[config.mk]
export PLATFORM = sky130hd
export DESIGN_NAME = data_sync_tx
export DESIGN_NICKNAME = d
export VERILOG_FILES = /design/src/rtl/data_sync_tx_pkg.sv /design/src/rtl/data_sync_tx_bit_sync.sv /design/src/rtl/data_sync_tx.sv
export SDC_FILE = /design/constraint.sdc
export NUM_CORES = 1
export LEC_CHECK = 0
export ABC_AREA = 1
export CAP_MARGIN = 20
export CORE_MARGIN = 4
export CORE_UTILIZATION = 30
export CTS_CLUSTER_DIAMETER = 150
export DETAILED_ROUTE_END_ITERATION = 6
export PLACE_DENSITY = 0.61
export SLEW_MARGIN = 20
export SYNTH_ARGS = -nofsm -noshare
export SYNTH_HDL_FRONTEND = slang
export SYNTH_SLANG_ARGS = --single-unit
[constraint.sdc]
create_clock -name CLK -period 1.3 [get_ports CLK]
set_input_delay 0.13 -clock CLK [delete_from_list [all_inputs] [get_ports CLK]]
set_output_delay 0.13 -clock CLK [all_outputs]
set_load 0.1 [all_outputs]
[src/rtl/data_sync_tx_pkg.sv]
// Shared definitions for the toggle-handshake bus synchronizer blocks.
// Also imported by the reset synchronizer and data_sync_rx.
package data_sync_tx_pkg;

    typedef enum logic {
        IDLE     = 1'b0,
        WAIT_ACK = 1'b1
    } sync_state_e;

    localparam int DEFAULT_NUM_STAGES = 2;

endpackage

[src/rtl/data_sync_tx_bit_sync.sv]
// Single-bit level synchronizer: a NUM_STAGES-deep flop chain with synchronous reset to 0.
// Also instantiated by data_sync_rx.
module bit_sync
    import data_sync_tx_pkg::*;
#(
    parameter int NUM_STAGES = DEFAULT_NUM_STAGES
) (
    input  logic clk_i,
    input  logic rst_i,
    input  logic d_i,
    output logic q_o
);

    logic [NUM_STAGES-1:0] sync_q;
    logic [NUM_STAGES-1:0] sync_d;

    assign sync_d = {sync_q[NUM_STAGES-2:0], d_i};

    always_ff @(posedge clk_i) begin
        if (rst_i) begin
            sync_q <= '0;
        end else begin
            sync_q <= sync_d;
        end
    end

    assign q_o = sync_q[NUM_STAGES-1];

endmodule

[src/rtl/data_sync_tx.sv]
// Source-domain end of the toggle-handshake bus synchronizer: captures a word,
// flips REQ_TOGGLE, and waits for the synchronized ACK_TOGGLE to match it.
module data_sync_tx
    import data_sync_tx_pkg::*;
#(
    parameter int BUS_WIDTH  = 8,
    parameter int NUM_STAGES = DEFAULT_NUM_STAGES
) (
    input  logic                 CLK,
    input  logic                 RST,
    input  logic [BUS_WIDTH-1:0] DATA_IN,
    input  logic                 DATA_VALID,
    output logic                 DATA_READY,
    output logic [BUS_WIDTH-1:0] DATA_BUS,
    output logic                 REQ_TOGGLE,
    input  logic                 ACK_TOGGLE,
    output logic                 DONE,
    output logic                 OVERRUN,
    input  logic                 OVR_CLR
);

    sync_state_e          state_q, state_d;
    logic [BUS_WIDTH-1:0] data_q, data_d;
    logic                 req_q, req_d;
    logic                 done_q, done_d;
    logic                 ovr_q, ovr_d;
    logic                 ack_s;

    // ACK_TOGGLE is sampled only by this chain.
    bit_sync #(
        .NUM_STAGES(NUM_STAGES)
    ) u_ack_sync (
        .clk_i(CLK),
        .rst_i(RST),
        .d_i  (ACK_TOGGLE),
        .q_o  (ack_s)
    );

    always_ff @(posedge CLK) begin
        if (RST) begin
            state_q <= IDLE;
            data_q  <= '0;
            req_q   <= 1'b0;
            done_q  <= 1'b0;
            ovr_q   <= 1'b0;
        end else begin
            state_q <= state_d;
            data_q  <= data_d;
            req_q   <= req_d;
            done_q  <= done_d;
            ovr_q   <= ovr_d;
        end
    end

    always_comb begin
        state_d = state_q;
        data_d  = data_q;
        req_d   = req_q;
        done_d  = 1'b0;
        ovr_d   = ovr_q;

        case (state_q)
            IDLE: begin
                if (DATA_VALID && DATA_READY) begin
                    data_d  = DATA_IN;
                    req_d   = ~req_q;
                    state_d = WAIT_ACK;
                end
            end
            WAIT_ACK: begin
                if (ack_s == req_q) begin
                    state_d = IDLE;
                    done_d  = 1'b1;
                end
            end
            default: state_d = IDLE;
        endcase

        // A word offered while busy is dropped; set takes priority over clear.
        if (OVR_CLR) begin
            ovr_d = 1'b0;
        end
        if (DATA_VALID && (state_q == WAIT_ACK)) begin
            ovr_d = 1'b1;
        end
    end

    assign DATA_READY = (state_q == IDLE) && !RST;
    assign DATA_BUS   = data_q;
    assign REQ_TOGGLE = req_q;
    assign DONE       = done_q;
    assign OVERRUN    = ovr_q;

endmodule

==> results.py <==
metrics = {
    "placement": {
        "numPlacedInstances": 99,
        "dpl.hpwl_um": 837.9,
        "final_weighted_congestion_of_routability_driven_global_placement": 0.7041,
        "numPortBuffers": 24,
    },
    "yosys": {
        "synth_common_cells": "nand2_1, dfxtp_1, nand3_1, nor2_1, inv_1",
        "post-synth-top-count-cell": "nand2_1",
        "cell_accounting_for_the_most_synthesized_area": "dfxtp_1",
        "postSynthCellCount": 60,
        "post_synthesis_share_of_cell_area_spent_on_full_adders_half_adders_and_majority_gates_pct": 0,
        "synth_largest_type_area_fraction_pct": 56.57,
        "yosysUniqueCellTypes": 13,
        "synth.avg_cell_area_um2": 8.258,
        "number_of_synthesized_flops_with_an_enable_pin": 0,
        "synth_compound_area_share_pct": 1.010,
        "post_synth_main_area_contributors": "dfxtp_1, nand2_1, nand3_1",
        "synth_xor_xnor_area_share_pct": 1.768,
        "netlist_area_um2": 495.5,
        "combinational_family_with_the_most_area_after_synthesis": "simple AND/OR/NAND/NOR gates",
        "synth_mux_area_share_pct": 0,
        "synth_seq_area_share_pct": 56.57,
        "synth_nets": 73,
        "ys_dominant_reg_cell": "dfxtp_1",
        "async_flop_share_pct": 0,
        "ys_warn_count": 0,
        "ys_ff_latch": 14,
        "synthSimpleGateAreaFrac_pct": 34.85,
    },
    "die": {
        "design.core.area_um2": 1541,
        "die_ar_um2": 2366,
        "floorplan.initialDensity_pct": 32.14,
        "die_w_um": 48.64,
        "core.rowCount": 14,
        "design.portCount": 25,
        "fp.dieH_um": 48.64,
    },
    "global_route": {
        "grt_start_max_net_pins": 12,
        "global_route.peak_usage_layer": "met2",
        "antenna_found_initial": 0,
        "first_pass_grt_wire_length_um": 1745,
        "grt_use_met1_pct": 11.05,
        "grt_use_total_pct": 9.338,
        "use_met2_pct": 13.91,
        "global_route.usage.met3_pct": 3.988,
        "global_route.overflow_total": 0,
        "via_count_of_the_first_global_routing_pass": 421,
    },
    "power_and_ir_drop": {
        "worst_ir_drop_vdd_uv": 796.9,
        "cellLeakagePower_uw": 0.0004204,
        "fin_total_pwr_uw": 1117,
        "power_density_nw_per_um2": 1249,
    },
    "route": {
        "wl_um": 1056,
        "drt-initial-drc-count": 4,
        "vias": 449,
        "final_antenna_net_count": 0,
        "drcViolationCount": 0,
        "dr.pass1.iters": 4,
        "mean_number_of_vias_per_cell": 4.402,
        "routed_wire_length_per_instance_um": 10.35,
    },
    "finish": {
        "layout-area-overhead-vs-synth_pct": 80.56,
        "fin_cells": 102,
        "nets": 101,
        "antenna_cells": 0,
        "layout_cell_share_with_drive_strength_beyond_1_pct": 23.26,
    },
    "sta": {
        "fin_setup_tns_ns": 0,
        "period_minus_slack_ns": 1.190,
        "maxSlewHeadroom_pct": 86.09,
        "fin_crit_sh_pct": 91.57,
        "drv_slew": 0,
        "worst_clock_skew_ns": 0.005678,
        "count_of_endpoints_failing_hold_in_the_final_timing_report": 0,
        "rsz_0062_raised_after_global_routing": "false",
        "final-setup-viol-count": 0,
        "whs_ns": 0.3813,
        "fmaxAchievable_mhz": 840.0,
        "tightestPinTransition_ns": 0.2080,
    },
    "clock_network": {
        "clkSlewWorstSetupHoldPaths_ns": 0.07,
        "tritoncts": "done",
        "ctsResizeCount": 0,
        "h-tree-depth": 1,
        "post_cts_setup_repair_bufs": 0,
        "ctsLongestPathBuffers": 2,
        "hold_bufs_inserted_after_cts": 0,
        "root_buffer": "clkbuf_4",
        "tritoncts_num_sinks": 14,
        "worstSkewPairLatency_ns": 0.27,
        "tritoncts_buffers": 3,
    },
    "critical_path": {
        "worstPathRequired_ns": 1.17,
        "r2r_setup_slack_ns": 0.39,
        "critPathCaptureType": "output port",
        "criticalPathCategory": "input port to output port",
        "crit_fanout": 4,
        "startpoint_type": "input port",
        "critPathArrivalTime_ns": 1.06,
    },
    "outcome": {
        "run_status": "finished, final reports clean",
    },
    "worst_hold_path": {
        "hold_class": "input port to flop",
    },
    "run": {
        "drv_cap": 0,
    },
}
[power by group]
| group | switching [µW] | internal, µW |
|---|---|---|
| logic | 247 | 149 |
| clock network | 124 | 107 |
| registers | 31.2 | 459 |
| total | 402 | 715 |
[cells by family after synthesis]
group,after synthesis
flip-flops,14
AO/OA/AOI/OAI,1
XOR/XNOR,1
buffers and inverters,6
AND/OR/NAND/NOR,38
[through the flow]
| stage | worst slack (ns) | utilization (%) | area [µm²] |
|---|---|---|---|
| 3_3_place_gp | 0.05018 | 56.57 | 872.1 |
| 6_report | 0.1096 | 58.04 | 894.6 |
| 5_1_grt | 0.06002 | 58.04 | 894.6 |
| 4_1_cts | 0.09938 | 58.04 | 894.6 |
| 3_5_place_dp | 0.03141 | 56.57 | 872.1 |
| 2_1_floorplan | 0.002951 | - | 496.7 |
[worst max-delay path: stages]
cell             delay [ns]
clkdlybuf4s50_1        0.50
nor2_4                 0.23
buf_12                 0.20
[registers in the layout, summed over array words and instances, names as in the netlist]
| signal | count |
|---|---|
| state_q | 1 |
| u_ack_sync.sync_q | 2 |
| DATA_BUS | 8 |
| REQ_TOGGLE | 1 |
| OVERRUN | 1 |
| DONE | 1 |
[cells in the final DEF, fill, tap and decap left out, drive strengths merged]
cell,count
buf,12
nand3,9
clkdlybuf4s50,12
clkbuf,3
dfxtp,14
nor2,5
nand3b,1
inv,5
nand2,23
a21oi,1
xor2,1
[layout make-up]
class	instances	area (µm²)
fill	135	646.9
timing repair buffer	24	360.3
sequential	14	281.5
multi-input combinational	40	186.4
inverter	5	23.77
clock buffer	3	22.52
tap	16	20.02
[path summary, 6_finish.rpt]
path,depth (start not counted),from,to
max reg2reg,5,state_q,DATA_BUS[5]
max,3,RST,DATA_READY
min reg2reg,2,u_ack_sync.sync_q[0],u_ack_sync.sync_q[1]
min,3,ACK_TOGGLE,u_ack_sync.sync_q[0]
[layer usage]
| layer | routed length, µm | up-vias |
|---|---|---|
| li1 | - | 242 |
| met1 | 460 | 191 |
| met2 | 490 | 16 |
| met3 | 105 | 0 |
| met4 | 0 | 0 |
| met5 | 0 | - |
No activity file was read; power rests on OpenSTA's default activity.
